==> src/rtl/debug_cmd_sequencer_pkg.sv <==
// debug_pkg: shared types for the debug command sequencer.
//   cmd_t       - command codes coming from the serial front end
//   seq_state_t - sequencer FSM states
//   strobe_t    - the MCU debug-port strobe bundle, in output order
//   cmd_strobes - strobe pattern raised during the ISSUE cycle of a command
package debug_pkg;

  localparam int DEBUG_TIMEOUT_DEFAULT = 1024;
  localparam int CMD_W                 = 4;

  typedef enum logic [CMD_W-1:0] {
    CMD_NOP      = 4'd0,
    CMD_PAUSE    = 4'd1,
    CMD_RESUME   = 4'd2,
    CMD_RESET    = 4'd3,
    CMD_STATUS   = 4'd4,
    CMD_REG_RD   = 4'd5,
    CMD_REG_WR   = 4'd6,
    CMD_MEM_RD_W = 4'd7,
    CMD_MEM_WR_W = 4'd8,
    CMD_MEM_RD_B = 4'd9,
    CMD_MEM_WR_B = 4'd10
  } cmd_t;

  typedef enum logic [1:0] {
    ST_IDLE,
    ST_ISSUE,
    ST_WAIT,
    ST_RESP
  } seq_state_t;

  typedef struct packed {
    logic pause;
    logic resume;
    logic mcu_reset;
    logic reg_rd;
    logic reg_wr;
    logic mem_rd;
    logic mem_wr;
    logic mem_rw_byte;
    logic valid;
  } strobe_t;

  // All-zero result means the command never touches the MCU.
  function automatic strobe_t cmd_strobes(input cmd_t c);
    strobe_t s;
    s       = '0;
    s.valid = 1'b1;
    case (c)
      CMD_PAUSE:    s.pause     = 1'b1;
      CMD_RESUME:   s.resume    = 1'b1;
      CMD_RESET:    s.mcu_reset = 1'b1;
      CMD_REG_RD:   s.reg_rd    = 1'b1;
      CMD_REG_WR:   s.reg_wr    = 1'b1;
      CMD_MEM_RD_W: s.mem_rd    = 1'b1;
      CMD_MEM_WR_W: s.mem_wr    = 1'b1;
      CMD_MEM_RD_B: begin s.mem_rd = 1'b1; s.mem_rw_byte = 1'b1; end
      CMD_MEM_WR_B: begin s.mem_wr = 1'b1; s.mem_rw_byte = 1'b1; end
      default:      s = '0;
    endcase
    return s;
  endfunction

  function automatic logic needs_pause(input cmd_t c);
    return c inside {CMD_REG_RD, CMD_REG_WR, CMD_MEM_RD_W, CMD_MEM_WR_W,
                     CMD_MEM_RD_B, CMD_MEM_WR_B};
  endfunction

  function automatic logic is_read(input cmd_t c);
    return c inside {CMD_REG_RD, CMD_MEM_RD_W, CMD_MEM_RD_B};
  endfunction

endpackage

==> src/rtl/debug_cmd_sequencer_if.sv <==
// debug_cmd_sequencer_if: command side (serial driver) and MCU debug port of
// the sequencer, bundled together.
//   master - the sequencer: takes commands and MCU status, drives strobes,
//            latched address/data, response and paused flag
//   slave  - the environment (serial driver + MCU)
interface debug_cmd_sequencer_if;
  import debug_pkg::*;

  logic             cmd_valid;
  logic [CMD_W-1:0] cmd;
  logic [31:0]      cmd_addr;
  logic [31:0]      cmd_data;
  logic             ctrlr_busy;

  logic [31:0]      pc;
  logic             mcu_busy;
  logic [31:0]      d_rd;
  logic             error;

  logic [31:0]      addr;
  logic [31:0]      d_in;
  logic             pause, resume, mcu_reset, reg_rd, reg_wr;
  logic             mem_rd, mem_wr, mem_rw_byte, valid;

  logic             rsp_valid;
  logic [31:0]      rsp_data;
  logic             rsp_err;
  logic             paused;

  modport master (
    input  cmd_valid, cmd, cmd_addr, cmd_data, pc, mcu_busy, d_rd, error,
    output ctrlr_busy, addr, d_in, pause, resume, mcu_reset, reg_rd, reg_wr,
           mem_rd, mem_wr, mem_rw_byte, valid, rsp_valid, rsp_data, rsp_err, paused
  );

  modport slave (
    output cmd_valid, cmd, cmd_addr, cmd_data, pc, mcu_busy, d_rd, error,
    input  ctrlr_busy, addr, d_in, pause, resume, mcu_reset, reg_rd, reg_wr,
           mem_rd, mem_wr, mem_rw_byte, valid, rsp_valid, rsp_data, rsp_err, paused
  );
endinterface

==> src/rtl/debug_cmd_sequencer_wait_timer.sv <==
// wait_timer: counts cycles spent waiting on the MCU.
//   clk, reset - clock, asynchronous active-high reset
//   clr        - return count to zero (has priority over en)
//   en         - advance count by one
//   first      - count is zero (first cycle after a clear)
//   tc         - count has reached TIMEOUT-1, i.e. this is the TIMEOUT-th cycle
// TIMEOUT must be at least 2 so that tc never coincides with first.
module wait_timer
  import debug_pkg::*;
#(
  parameter int TIMEOUT = DEBUG_TIMEOUT_DEFAULT
) (
  input  logic clk,
  input  logic reset,
  input  logic clr,
  input  logic en,
  output logic first,
  output logic tc
);

  localparam int CNT_W = $clog2(TIMEOUT);

  logic [CNT_W-1:0] cnt_q;

  always_ff @(posedge clk or posedge reset) begin
    if (reset)     cnt_q <= '0;
    else if (clr)  cnt_q <= '0;
    else if (en)   cnt_q <= cnt_q + CNT_W'(1);
  end

  assign first = (cnt_q == '0);
  assign tc    = (cnt_q == CNT_W'(TIMEOUT - 1));

endmodule

==> src/rtl/debug_cmd_sequencer.sv <==
// debug_cmd_sequencer: turns decoded debugger commands into single MCU
// debug-port operations and returns exactly one response per command.
//   clk, reset - clock, asynchronous active-high reset
//   bus        - debug_cmd_sequencer_if.master: command input, busy flag,
//                MCU strobes/status, latched addr/d_in, response, paused
// Every output is a flop (or a decode of the state flop); strobes are high
// only in the single ISSUE cycle.
module debug_cmd_sequencer
  import debug_pkg::*;
#(
  parameter int TIMEOUT = DEBUG_TIMEOUT_DEFAULT
) (
  input  logic                  clk,
  input  logic                  reset,
  debug_cmd_sequencer_if.master bus
);

  seq_state_t  state_q, state_d;
  cmd_t        cmd_q, cmd_in;
  strobe_t     stb_q, stb_d, stb_in;
  logic [31:0] addr_q, d_in_q;
  logic [31:0] rsp_data_q, rsp_data_d;
  logic        rsp_valid_q, rsp_valid_d;
  logic        rsp_err_q, rsp_err_d;
  logic        paused_q, paused_d;
  logic        accept;
  logic        tmr_first, tmr_tc;

  wait_timer #(.TIMEOUT(TIMEOUT)) u_wait_timer (
    .clk   (clk),
    .reset (reset),
    .clr   (state_q != ST_WAIT),
    .en    (state_q == ST_WAIT),
    .first (tmr_first),
    .tc    (tmr_tc)
  );

  always_ff @(posedge clk or posedge reset) begin
    if (reset) state_q <= ST_IDLE;
    else       state_q <= state_d;
  end

  always_comb begin
    cmd_in      = cmd_t'(bus.cmd);
    stb_in      = cmd_strobes(cmd_in);
    state_d     = state_q;
    stb_d       = '0;
    rsp_valid_d = 1'b0;
    rsp_data_d  = '0;
    rsp_err_d   = 1'b0;
    paused_d    = paused_q;
    accept      = 1'b0;
    case (state_q)
      ST_IDLE: begin
        if (bus.cmd_valid) begin
          accept = 1'b1;
          if (stb_in.valid && (paused_q || !needs_pause(cmd_in))) begin
            state_d = ST_ISSUE;
            stb_d   = stb_in;
          end else begin
            // NOP, STATUS, access while running, or unknown code
            state_d     = ST_RESP;
            rsp_valid_d = 1'b1;
            rsp_err_d   = !(cmd_in inside {CMD_NOP, CMD_STATUS});
            rsp_data_d  = (cmd_in == CMD_STATUS) ? {31'b0, paused_q} : '0;
          end
        end
      end
      ST_ISSUE: begin
        // RESUME has nothing to wait for
        if (cmd_q == CMD_RESUME) begin
          paused_d    = 1'b0;
          state_d     = ST_RESP;
          rsp_valid_d = 1'b1;
        end else begin
          state_d = ST_WAIT;
        end
      end
      ST_WAIT: begin
        // first WAIT cycle is a grace cycle: mcu_busy may still be stale
        if (!tmr_first && !bus.mcu_busy) begin
          state_d     = ST_RESP;
          rsp_valid_d = 1'b1;
          rsp_err_d   = bus.error;
          if (is_read(cmd_q))          rsp_data_d = bus.d_rd;
          else if (cmd_q == CMD_PAUSE) rsp_data_d = bus.pc;
          if (!bus.error) begin
            if (cmd_q == CMD_PAUSE) paused_d = 1'b1;
            if (cmd_q == CMD_RESET) paused_d = 1'b0;
          end
        end else if (tmr_tc) begin
          state_d     = ST_RESP;
          rsp_valid_d = 1'b1;
          rsp_err_d   = 1'b1;
        end
      end
      ST_RESP: state_d = ST_IDLE;
      default: state_d = ST_IDLE;
    endcase
  end

  always_ff @(posedge clk or posedge reset) begin
    if (reset) begin
      cmd_q       <= CMD_NOP;
      addr_q      <= '0;
      d_in_q      <= '0;
      stb_q       <= '0;
      rsp_valid_q <= 1'b0;
      rsp_data_q  <= '0;
      rsp_err_q   <= 1'b0;
      paused_q    <= 1'b0;
    end else begin
      stb_q       <= stb_d;
      rsp_valid_q <= rsp_valid_d;
      rsp_data_q  <= rsp_data_d;
      rsp_err_q   <= rsp_err_d;
      paused_q    <= paused_d;
      if (accept) begin
        cmd_q  <= cmd_in;
        addr_q <= bus.cmd_addr;
        d_in_q <= bus.cmd_data;
      end
    end
  end

  assign bus.ctrlr_busy  = (state_q != ST_IDLE);
  assign bus.addr        = addr_q;
  assign bus.d_in        = d_in_q;
  assign bus.pause       = stb_q.pause;
  assign bus.resume      = stb_q.resume;
  assign bus.mcu_reset   = stb_q.mcu_reset;
  assign bus.reg_rd      = stb_q.reg_rd;
  assign bus.reg_wr      = stb_q.reg_wr;
  assign bus.mem_rd      = stb_q.mem_rd;
  assign bus.mem_wr      = stb_q.mem_wr;
  assign bus.mem_rw_byte = stb_q.mem_rw_byte;
  assign bus.valid       = stb_q.valid;
  assign bus.rsp_valid   = rsp_valid_q;
  assign bus.rsp_data    = rsp_data_q;
  assign bus.rsp_err     = rsp_err_q;
  assign bus.paused      = paused_q;

endmodule

==> src/flat_wrapper.sv <==
// flat-port wrapper written by rule: the top's interface ports become plain ports
module debug_cmd_sequencer_flat import debug_pkg::*;
#(
  parameter int TIMEOUT = DEBUG_TIMEOUT_DEFAULT
)
  (clk, reset, bus_cmd_valid, bus_cmd, bus_cmd_addr, bus_cmd_data, bus_pc, bus_mcu_busy, bus_d_rd, bus_error, bus_ctrlr_busy, bus_addr, bus_d_in, bus_pause, bus_resume, bus_mcu_reset, bus_reg_rd, bus_reg_wr, bus_mem_rd, bus_mem_wr, bus_mem_rw_byte, bus_valid, bus_rsp_valid, bus_rsp_data, bus_rsp_err, bus_paused);
  debug_cmd_sequencer_if bus_i ();
  input  logic clk;
  input  logic reset;
  input wire logic [$bits(bus_i.cmd_valid)-1:0] bus_cmd_valid;
  input wire logic [$bits(bus_i.cmd)-1:0] bus_cmd;
  input wire logic [$bits(bus_i.cmd_addr)-1:0] bus_cmd_addr;
  input wire logic [$bits(bus_i.cmd_data)-1:0] bus_cmd_data;
  input wire logic [$bits(bus_i.pc)-1:0] bus_pc;
  input wire logic [$bits(bus_i.mcu_busy)-1:0] bus_mcu_busy;
  input wire logic [$bits(bus_i.d_rd)-1:0] bus_d_rd;
  input wire logic [$bits(bus_i.error)-1:0] bus_error;
  output wire logic [$bits(bus_i.ctrlr_busy)-1:0] bus_ctrlr_busy;
  output wire logic [$bits(bus_i.addr)-1:0] bus_addr;
  output wire logic [$bits(bus_i.d_in)-1:0] bus_d_in;
  output wire logic [$bits(bus_i.pause)-1:0] bus_pause;
  output wire logic [$bits(bus_i.resume)-1:0] bus_resume;
  output wire logic [$bits(bus_i.mcu_reset)-1:0] bus_mcu_reset;
  output wire logic [$bits(bus_i.reg_rd)-1:0] bus_reg_rd;
  output wire logic [$bits(bus_i.reg_wr)-1:0] bus_reg_wr;
  output wire logic [$bits(bus_i.mem_rd)-1:0] bus_mem_rd;
  output wire logic [$bits(bus_i.mem_wr)-1:0] bus_mem_wr;
  output wire logic [$bits(bus_i.mem_rw_byte)-1:0] bus_mem_rw_byte;
  output wire logic [$bits(bus_i.valid)-1:0] bus_valid;
  output wire logic [$bits(bus_i.rsp_valid)-1:0] bus_rsp_valid;
  output wire logic [$bits(bus_i.rsp_data)-1:0] bus_rsp_data;
  output wire logic [$bits(bus_i.rsp_err)-1:0] bus_rsp_err;
  output wire logic [$bits(bus_i.paused)-1:0] bus_paused;
  assign bus_i.cmd_valid = bus_cmd_valid;
  assign bus_i.cmd = bus_cmd;
  assign bus_i.cmd_addr = bus_cmd_addr;
  assign bus_i.cmd_data = bus_cmd_data;
  assign bus_i.pc = bus_pc;
  assign bus_i.mcu_busy = bus_mcu_busy;
  assign bus_i.d_rd = bus_d_rd;
  assign bus_i.error = bus_error;
  assign bus_ctrlr_busy = bus_i.ctrlr_busy;
  assign bus_addr = bus_i.addr;
  assign bus_d_in = bus_i.d_in;
  assign bus_pause = bus_i.pause;
  assign bus_resume = bus_i.resume;
  assign bus_mcu_reset = bus_i.mcu_reset;
  assign bus_reg_rd = bus_i.reg_rd;
  assign bus_reg_wr = bus_i.reg_wr;
  assign bus_mem_rd = bus_i.mem_rd;
  assign bus_mem_wr = bus_i.mem_wr;
  assign bus_mem_rw_byte = bus_i.mem_rw_byte;
  assign bus_valid = bus_i.valid;
  assign bus_rsp_valid = bus_i.rsp_valid;
  assign bus_rsp_data = bus_i.rsp_data;
  assign bus_rsp_err = bus_i.rsp_err;
  assign bus_paused = bus_i.paused;
  debug_cmd_sequencer #(.TIMEOUT(TIMEOUT)) u_core (.clk(clk), .reset(reset), .bus(bus_i));
endmodule
==> config.mk <==
export PLATFORM = sky130hd
export DESIGN_NAME = debug_cmd_sequencer_flat
export DESIGN_NICKNAME = d
export VERILOG_FILES = /design/src/rtl/debug_cmd_sequencer_pkg.sv /design/src/rtl/debug_cmd_sequencer_if.sv /design/src/rtl/debug_cmd_sequencer_wait_timer.sv /design/src/rtl/debug_cmd_sequencer.sv /design/src/flat_wrapper.sv
export SDC_FILE = /design/constraint.sdc
export NUM_CORES = 1
export LEC_CHECK = 0
export BUFFER_PORTS_ARGS = -buffer_cell sky130_fd_sc_hd__buf_2
export CAP_MARGIN = 20
export CORE_MARGIN = 2
export CORE_UTILIZATION = 42
export CTS_CLUSTER_DIAMETER = 150
export DETAILED_ROUTE_END_ITERATION = 6
export PLACE_DENSITY_LB_ADDON = 0.1
export SETUP_SLACK_MARGIN = 0.1
export SLEW_MARGIN = 25
export SYNTH_ARGS = -nofsm -noshare
export SYNTH_HDL_FRONTEND = slang
export SYNTH_SLANG_ARGS = --single-unit
==> constraint.sdc <==
create_clock -name clk -period 3.21 [get_ports clk]
set_clock_uncertainty 0.05 [all_clocks]
set_input_delay 0.1605 -clock clk [delete_from_list [all_inputs] [get_ports clk]]
set_output_delay 0.1605 -clock clk [all_outputs]
set_load 0.005 [all_outputs]
# Yosys cells after proc, flatten, opt, wreduce, memory -nomap -nowiden
# Cells that the tools add are included.
dict set report word_totals {
  regBits 124
  out_inout_bits 109
  word_cells 113
}
dict set report op_classes {
  addsub 1
  eq_ne 27
  mux 45
  reduce_logical 22
}
# op count
set op_table {}
lappend op_table {{$mux W32} 5}
lappend op_table {{$pmux W32 S2} 1}
lappend op_table {{$mux W9} 3}
lappend op_table {{$mux W1} 26}
lappend op_table {{$eq A4 B3 Y1 const B} 6}
lappend op_table {{$mux W10} 2}
lappend op_table {{$eq A4 B2 Y1 const B} 4}
lappend op_table {{$eq A4 B4 Y1 const B} 4}
lappend op_table {{$add A10 B1 Y10 const B} 1}
lappend op_table {{$eq A10 B10 Y1 const B} 1}
lappend op_table {{$logic_not A10 Y1} 1}
lappend op_table {{$reduce_or A9 Y1} 1}
lappend op_table {{$eq A4 B1 Y1 const B} 2}
lappend op_table {{$mux W2} 4}
lappend op_table {{$pmux W2 S4} 1}
lappend op_table {{$reduce_bool A2 Y1} 4}
lappend op_table {{$ne A2 B2 Y1 const B} 3}
lappend op_table {{$ne A3 B1 Y1 const B} 2}
lappend op_table {{$reduce_bool A6 Y1} 1}
lappend op_table {{$reduce_or A2 Y1} 3}
lappend op_table {{$reduce_and A5 Y1} 1}
lappend op_table {{$eq A2 B2 Y1 const B} 2}
lappend op_table {{$logic_not A1 Y1} 4}
lappend op_table {{$logic_not A4 Y1} 1}
lappend op_table {{other kinds (9)} 12}

# Logic depth before layout (Yosys ltp)
# Gate-level depths: netlist of the first run.
dict set report depth {
  word_depth 8
  mapped_depth 7
  depth_no_buf 6
}

# Cells and area by module
# A second synthesis of the first run with hierarchy kept.
dict set report hier_totals {
  cells_unflattened 370
  area_unflattened_um2 5211.2
}
# mod n_inst cells_per_inst area_per_inst_um2
set modules_own_cells {}
lappend modules_own_cells {debug_cmd_sequencer 1 313 4657.0}
lappend modules_own_cells {wait_timer 1 57 554.3}

# Least setup slack after synthesis of the first run
# OpenSTA, ideal clock, no wires.
dict set report synth_timing {
  path_type {register to register}
  from {register u_core.state_q[0]}
  to {register u_core.addr_q[0], in the netlist u_core.bus.addr[0]}
  setup_ns 0.125
  arrival_time_ns 1.716
  t_required_ns 3.035
  path_slack_ns 1.319
  stages_incl_launch_ff 8
  period_less_slack_ns 1.891
  cell_sequence {dfrtp_1 > inv_1 > ha_1 > and2_1 > clkbuf_1 > buf_2 > buf_4 > mux2_2}
}
dict set report synth_between {
  elab_chain_cells 2
}
# element line
set synth_lines {}
lappend synth_lines {{start, declared} debug_cmd_sequencer.sv:18} ;# seq_state_t state_q, state_d;
lappend synth_lines {{start signal, assigned} debug_cmd_sequencer.sv:40} ;# else state_q <= state_d;
lappend synth_lines {{$logic_not A2 Y1} debug_cmd_sequencer.sv:53} ;# case (state_q)
lappend synth_lines {{$mux W1} debug_cmd_sequencer.sv:53}
lappend synth_lines {{end signal, assigned} debug_cmd_sequencer.sv:120} ;# addr_q <= bus.cmd_addr;
lappend synth_lines {{end, declared} debug_cmd_sequencer.sv:21} ;# logic [31:0] addr_q, d_in_q;
# No other way between the ends.
# A chain may end at the register's enable or synchronous reset.

# Worst setup path after layout of the first run
dict set report layout_timing {
  from {register u_core.cmd_q[3]}
  to {register u_core.rsp_data_q[31], in the netlist u_core.bus.rsp_data[31]}
}
dict set report layout_between {
  elab_chain_cells 5
}
# element line
set layout_lines {}
lappend layout_lines {{start, declared} debug_cmd_sequencer.sv:19} ;# cmd_t cmd_q, cmd_in;
lappend layout_lines {{start signal, assigned} debug_cmd_sequencer.sv:119} ;# cmd_q <= cmd_in;
lappend layout_lines {{$eq A4 B3 Y1, or another cell as far along} debug_cmd_sequencer_pkg.sv:70} ;# return c inside {CMD_REG_RD, CMD_MEM_RD_W, CMD_MEM_RD_B};
lappend layout_lines {{$reduce_bool A3 Y1 or $mux W32 (tied branches)} {debug_cmd_sequencer_pkg.sv:70, debug_cmd_sequencer.sv:86}}
lappend layout_lines {{$mux W32 (*)} debug_cmd_sequencer.sv:85} ;# if (is_read(cmd_q)) rsp_data_d = bus.d_rd;
lappend layout_lines {{$mux W32 (*)} debug_cmd_sequencer.sv:81} ;# if (!tmr_first && !bus.mcu_busy) begin
lappend layout_lines {{$pmux W32 S2 (*)} debug_cmd_sequencer.sv:53}
lappend layout_lines {{net u_core.rsp_data_d[31]} debug_cmd_sequencer.sv:22} ;# logic [31:0] rsp_data_q, rsp_data_d;
lappend layout_lines {{end signal, assigned} debug_cmd_sequencer.sv:115} ;# rsp_data_q <= rsp_data_d;
lappend layout_lines {{end, declared} debug_cmd_sequencer.sv:22}
# Mark *: on every way through the listed nets, which the timed path passes. The rest lies on a longest branch.

==> results of run 1 <==
## logic make-up (layout without fill, tap and decap cells)
logic type / Yosys count / in the layout / share of synthesized area [%]
buf+inv: 32 / 423 / 2.775
xor+xnor: 5 / 5 / 0.8674
fa+ha+maj: 6 / 6 / 1.487
mux: 69 / 69 / 15.36
compound gates: 60 / 60 / 9.168
flops: 124 / 124 / 61.45
simple gates: 90 / 90 / 8.895
## cells in the mapped netlist (all sizes together), types with 6 or more instances
cell type,count,area [um2]
dfrtp,124,3103
mux2,68,765.7
nor2,44,165.2
a22oi,32,240.2
buf,13,68.81
inv,10,37.54
clkbuf,9,33.78
nand2,9,36.29
o21ai,8,40.04
a21oi,7,35.03
nor3,7,40.04
ha,6,75.07
## cell usage in the layout, fill, tap and decap left out, types with 2 or more instances in the layout
master,Yosys,routed
dlygate4sd3_1,0,129
nor3b_1,2,2
buf_12,0,3
or3_1,3,3
nor3_1,6,6
clkinvlp_4,0,5
xnor2_1,2,2
o21ai_0,8,8
and4b_1,2,2
and3_1,2,2
clkbuf_16,0,17
inv_1,10,9
nor4_1,4,4
buf_2,10,245
bufinv_16,0,4
buf_4,2,4
a22oi_1,32,32
nand2b_1,3,3
nor2b_1,2,2
nand2_1,8,8
xor2_1,3,3
mux2_2,67,67
nor2_1,44,44
nand4_1,2,2
nand3_1,5,5
inv_6,0,3
a21oi_1,7,7
clkbuf_8,0,2
dfrtp_1,124,124
ha_1,6,6
## power breakdown
part           internal [uW]  switching (uW)  total (uW)
clock network           1350             700        2050
registers               2070             298        2370
logic                   1320             992        2310
## state kept, by name, summed over array words and instances, names as in the netlist, 2 cells and up
name	flops
u_core.bus.addr	32
u_core.bus.d_in	32
u_core.bus.rsp_data	32
u_core.u_wait_timer.cnt_q	10
u_core.cmd_q	4
u_core.state_q	2
## per-stage QoR
step	instance area, um2	instances	util, %	setup slack (ns)	power, uW
floorplan	5054	386	-	1.319	3513
global placement	6461	763	54.47	1.039	4286
global route	8394	924	70.77	0.4394	7125
finish	8394	924	70.77	0.6103	6728
detailed placement	6461	763	54.47	0.9876	4357
CTS	8394	924	70.77	0.7008	6736
## worst paths after layout
| path | slack, ns | cells after the start | end |
|---|---|---|---|
| worst min register to register | 0.43 | 1 | u_core.u_wait_timer.cnt_q[0] |
| worst min-delay path | -0.008 | 3 | u_core.bus.rsp_data[29] |
| max in group asynchronous | 1.86 | 4 | u_core.bus.rsp_data[28] |
| worst max register to register | 0.61 | 6 | u_core.bus.rsp_data[31] |
| worst max-delay path | 0.61 | 6 | u_core.bus.rsp_data[31] |
| min in group asynchronous | 0.37 | 3 | u_core.bus.d_in[27] |
## worst register-to-register path: stages (launching register included)
cell	delay [ns]
dfrtp_1	0.46
nor3b_1	0.22
o21a_1	0.68
buf_4	0.32
a22oi_1	0.09
dlygate4sd3_1	0.58
nor2_1	0.11
## per-layer routing
metal	routed length (um)	global-route usage, %
met5	0	0
met4	230	7.642
met3	1236	8.183
met2	7320	39.16
met1	6152	27.89
## cell type report
cell class,count,area [um2],share of cell area [%]
clock inverters,12,185.2,2.206
inverters,10,41.29,0.4919
multi-input cells,230,1817,21.64
clock buffers,20,456.7,5.440
well taps,147,183.9,2.191
flip-flops and latches,124,3103,36.97
repair buffers,381,2608,31.06
==> results.py, run 1 <==
metrics = {
    "synthesis": {
        "synth-async-reset-ratio_pct": 100.0,
        "synth_area_um2": 5050,
        "synthCells": 386,
        "synth-edff-count": 0,
        "seq_area_frac_synth_pct": 61.45,
        "synth_seq_cells": 124,
        "syn_avg_cell_area_um2": 13.08,
        "syn_nets": 529,
        "ys.flop_type": "dfrtp_1",
        "yosys_warnings": 0,
        "ys_types": 46,
    },
    "worst_setup_path": {
        "max_stage_delay_ns": 0.68,
        "cp-end-kind": "register",
        "critPathSlowestCell": "o21a_1",
        "worstPathArrival_ns": 2.87,
        "worstPathRequired_ns": 3.48,
        "crit_start": "u_core.cmd_q[3]",
        "r2r-start": "u_core.cmd_q[3]",
        "path_buf_inv": 2,
        "path_cells": "nor3b_1 -> o21a_1 -> buf_4 -> a22oi_1 -> dlygate4sd3_1 -> nor2_1",
        "cp_top_family": "buffers and inverters",
        "worst-path-max-fanout": 22,
        "critPathLaunchType": "register",
        "worstSetupPathType": "reg -> reg",
    },
    "floorplanning": {
        "num_rows": 40,
        "core-area_um2": 11860,
        "start_util_pct": 42.57,
        "die-width_um": 113.7,
        "io_pins": 246,
        "dieHeight_um": 113.7,
        "dieArea_um2": 12920,
    },
    "global_route": {
        "grt_use_total_pct": 23.21,
        "first_global_vias": 4631,
        "overflow": 0,
        "grt_max_degree": 63,
        "grt_antenna_before_repair": 0,
        "grt_pass1_wl_um": 23260,
    },
    "clock_network": {
        "post_cts_resized": 0,
        "cts_max_path_buffers": 2,
        "clock_latency_ns": 0.41,
        "postCtsHoldBufs": 129,
        "cts_tree": "yes",
        "root_buffer": "clkbuf_16",
        "numCtsBuffers": 17,
        "clock-sinks": 124,
        "cts_setup_buffers": 0,
        "htree_levels": 4,
        "clk_pin_slew_ns": 0.06,
    },
    "timing": {
        "tns_ns": 0,
        "worst_slew_pin_slew_ns": 0.9283,
        "slew_headroom_pct": 37.96,
        "fmax_ghz": 0.3847,
        "slew_violations": 0,
        "final-setup-viol-count": 0,
        "period_needed_ns": 2.600,
        "hold_violations": 1,
        "holdWs_ns": -0.007738,
        "fin_crit_sh_pct": 80.99,
        "rsz0062_at_grt": "no",
    },
    "placement": {
        "portBuffers": 245,
        "dp_hpwl_um": 8987,
        "globalplace.congestion": 0.8595,
    },
    "status": {
        "status": "finished with violations",
        "failed_checks": "hold timing",
    },
    "routing": {
        "drt_pass1_iterations": 5,
        "detail-route-antenna-nets": 0,
        "drc_errors": 0,
        "via_per_inst": 4.918,
        "wl_um": 14940,
        "drtIter0Drc": 271,
        "vias": 4544,
        "avgRoutedWirePerCell_um": 16.17,
    },
    "power_and_ir_drop": {
        "power_leakage_uw": 0.004008,
        "ir_worst_vdd_uv": 338.9,
        "power.density_nw_per_um2": 801.5,
    },
    "final_layout": {
        "n_antenna_cell": 0,
        "area_growth_pct": 66.23,
        "nets": 907,
        "drive_gt1_share_pct": 46.46,
        "n_fill_cell": 818,
    },
    "flow_run": {
        "drv_cap": 0,
    },
    "hold_path": {
        "worstHoldStart": "bus_pc[29]",
        "hold_class": "in -> reg",
    },
}
Power figures use the tool's default switching activity.
==> run 2: changes to the inputs <==
- clock period: 3.21 -> 2.2 ns (I/O delays scaled with it)
==> run 2 against run 1 <==
  * The run now ends clean
  * Final area grew 0.70%
  * Via count grew 2.7%
  * Total power grew 40%
  * Non-clock buffer count grew 13
  * Maximum frequency grew 30%
  * Core utilization grew 0.50 points
  * Register-to-register slack lost 0.41 ns
  * Clock power grew 28%
  * Routed wire length grew 3.9%
  * Worst setup slack lost 0.41 ns
  * Sequential cell count is the same
  * Largest cell class unchanged
==> results.py, run 2 (synthesis results as in run 1) <==
metrics = {
    "status": {
        "status": "finished clean",
    },
    "routing": {
        "avgRoutedWirePerCell_um": 16.57,
        "drc_errors": 0,
        "drtIter0Drc": 299,
        "vias": 4668,
        "wl_um": 15530,
        "detail-route-antenna-nets": 0,
        "drt_pass1_iterations": 5,
        "via_per_inst": 4.982,
    },
    "clock_network": {
        "clock-sinks": 124,
        "cts_tree": "yes",
        "htree_levels": 4,
        "root_buffer": "clkbuf_16",
        "cts_max_path_buffers": 2,
        "clk_pin_slew_ns": 0.05,
        "numCtsBuffers": 17,
        "clock_latency_ns": 0.41,
    },
    "timing": {
        "hold_violations": 0,
        "slew_headroom_pct": 61.31,
        "fin_ws_ns": 0.1975,
        "slew_violations": 0,
        "fmax_ghz": 0.4994,
        "rsz0062_at_grt": "yes",
        "tns_ns": 0,
        "period_needed_ns": 2.003,
        "final-setup-viol-count": 0,
        "worst_slew_pin_slew_ns": 0.5791,
        "fin_crit_sh_pct": 91.02,
    },
    "placement": {
        "dp_hpwl_um": 9028,
        "globalplace.congestion": 0.8323,
        "portBuffers": 245,
        "dp.cells": 766,
        "dp_slack_ns": 0.1838,
    },
    "floorplanning": {
        "io_pins": 246,
        "start_util_pct": 42.57,
        "core-area_um2": 11860,
        "dieArea_um2": 12920,
        "dieHeight_um": 113.7,
        "num_rows": 40,
        "die-width_um": 113.7,
    },
    "final_layout": {
        "final_util_pct": 71.27,
        "final_cells": 937,
        "drive_gt1_share_pct": 46.46,
        "nets": 920,
        "area_growth_pct": 67.39,
        "n_antenna_cell": 0,
        "layout_commonest_cell": "buf_2",
        "final_cell_mix": "buf_2 (245), dlygate4sd3_1 (136), dfrtp_1 (124)",
        "n_fill_cell": 785,
    },
    "power_and_ir_drop": {
        "power_leakage_uw": 0.004086,
        "power.density_nw_per_um2": 1112,
        "power.total_uw": 9398,
        "ir_worst_vdd_uv": 555.8,
    },
    "worst_setup_path": {
        "worstSetupPathType": "reg -> reg",
        "cp-end-kind": "register",
        "critPathLaunchType": "register",
        "worstPathRequired_ns": 2.49,
        "r2r_slack_ns": 0.20,
        "worstPathArrival_ns": 2.29,
        "worst-path-max-fanout": 32,
    },
    "global_route": {
        "grt_max_degree": 56,
        "grt_pass1_wl_um": 24610,
        "grt_antenna_before_repair": 0,
        "overflow": 0,
        "grt_use_total_pct": 24.76,
        "first_global_vias": 4923,
    },
    "flow_run": {
        "drv_cap": 0,
    },
    "hold_path": {
        "hold_class": "in -> reg",
    },
}
==> run 2: cell types whose count changed in the layout (fill, tap and decap cells not counted), moves of 2 or more <==
cell           change
clkbuf_8           +2
inv_6              -3
buf_4              +4
clkbuf_1           +4
bufinv_16          -3
dlygate4sd3_1      +7
clkinv_2           +3
==> run 2: per-layer routing <==
layer	share of wire [%]	global-route usage, %	routed length [um]	up-vias
met5	0	0	0	-
met4	2.9	12.28	444	0
met3	9.2	8.874	1424	40
met2	49	41.40	7610	233
met1	39	28.25	6045	2234
li1	-	-	-	2161
==> run 2: final cells by class <==
| class | count | area [um2] | share of cell area, % |
|---|---|---|---|
| Clock buffer | 26 | 499.2 | 5.906 |
| Multi-Input combinational cell | 230 | 1823 | 21.57 |
| Sequential cell | 124 | 3103 | 36.71 |
| Tap cell | 147 | 183.9 | 2.176 |
| Timing Repair Buffer | 394 | 2739 | 32.40 |
| Inverter | 10 | 45.04 | 0.5329 |
| Clock inverter | 6 | 60.06 | 0.7105 |
==> run 2: path summary, 6_finish.rpt <==
| check | start | to | cells after the start |
|---|---|---|---|
| max in group asynchronous | reset | u_core.bus.addr[31] | 4 |
| min reg2reg | u_core.u_wait_timer.cnt_q[0] | u_core.u_wait_timer.cnt_q[0] | 1 |
| min in group asynchronous | reset | u_core.u_wait_timer.cnt_q[5] | 3 |
| min | bus_error | u_core.bus.rsp_err | 3 |
| max reg2reg | u_core.cmd_q[1] | u_core.bus.rsp_data[18] | 5 |
| max | u_core.cmd_q[1] | u_core.bus.rsp_data[18] | 5 |
==> run 2: critical path, stage by stage (launching register included) <==
cell,delay [ns]
dfrtp_1,0.45
nor4b_4,0.31
buf_6,0.28
a22oi_1,0.13
dlygate4sd3_1,0.58
nor2_1,0.11
==> run 2: what timing repair did <==
item,CTS,global route
setup endpoints to repair,0,12
hold endpoints to repair,127,0
setup buffers,0,3
hold buffers,136,0
gates resized for setup,0,5
==> run 2: metrics by stage <==
stage          cell area, um2  hold slack [ns]
6_report                 8453          0.01178
3_3_place_gp             6496           0.1445
4_1_cts                  8417          0.02295
5_1_grt                  8453          0.02065
3_5_place_dp             6496           0.1551
2_1_floorplan            5054           0.1305
==> run 2: power breakdown <==
| group | switching, uW | internal (uW) |
|---|---|---|
| clock network | 954 | 1670 |
| registers | 441 | 3020 |
| logic | 1460 | 1860 |
| total | 2850 | 6540 |
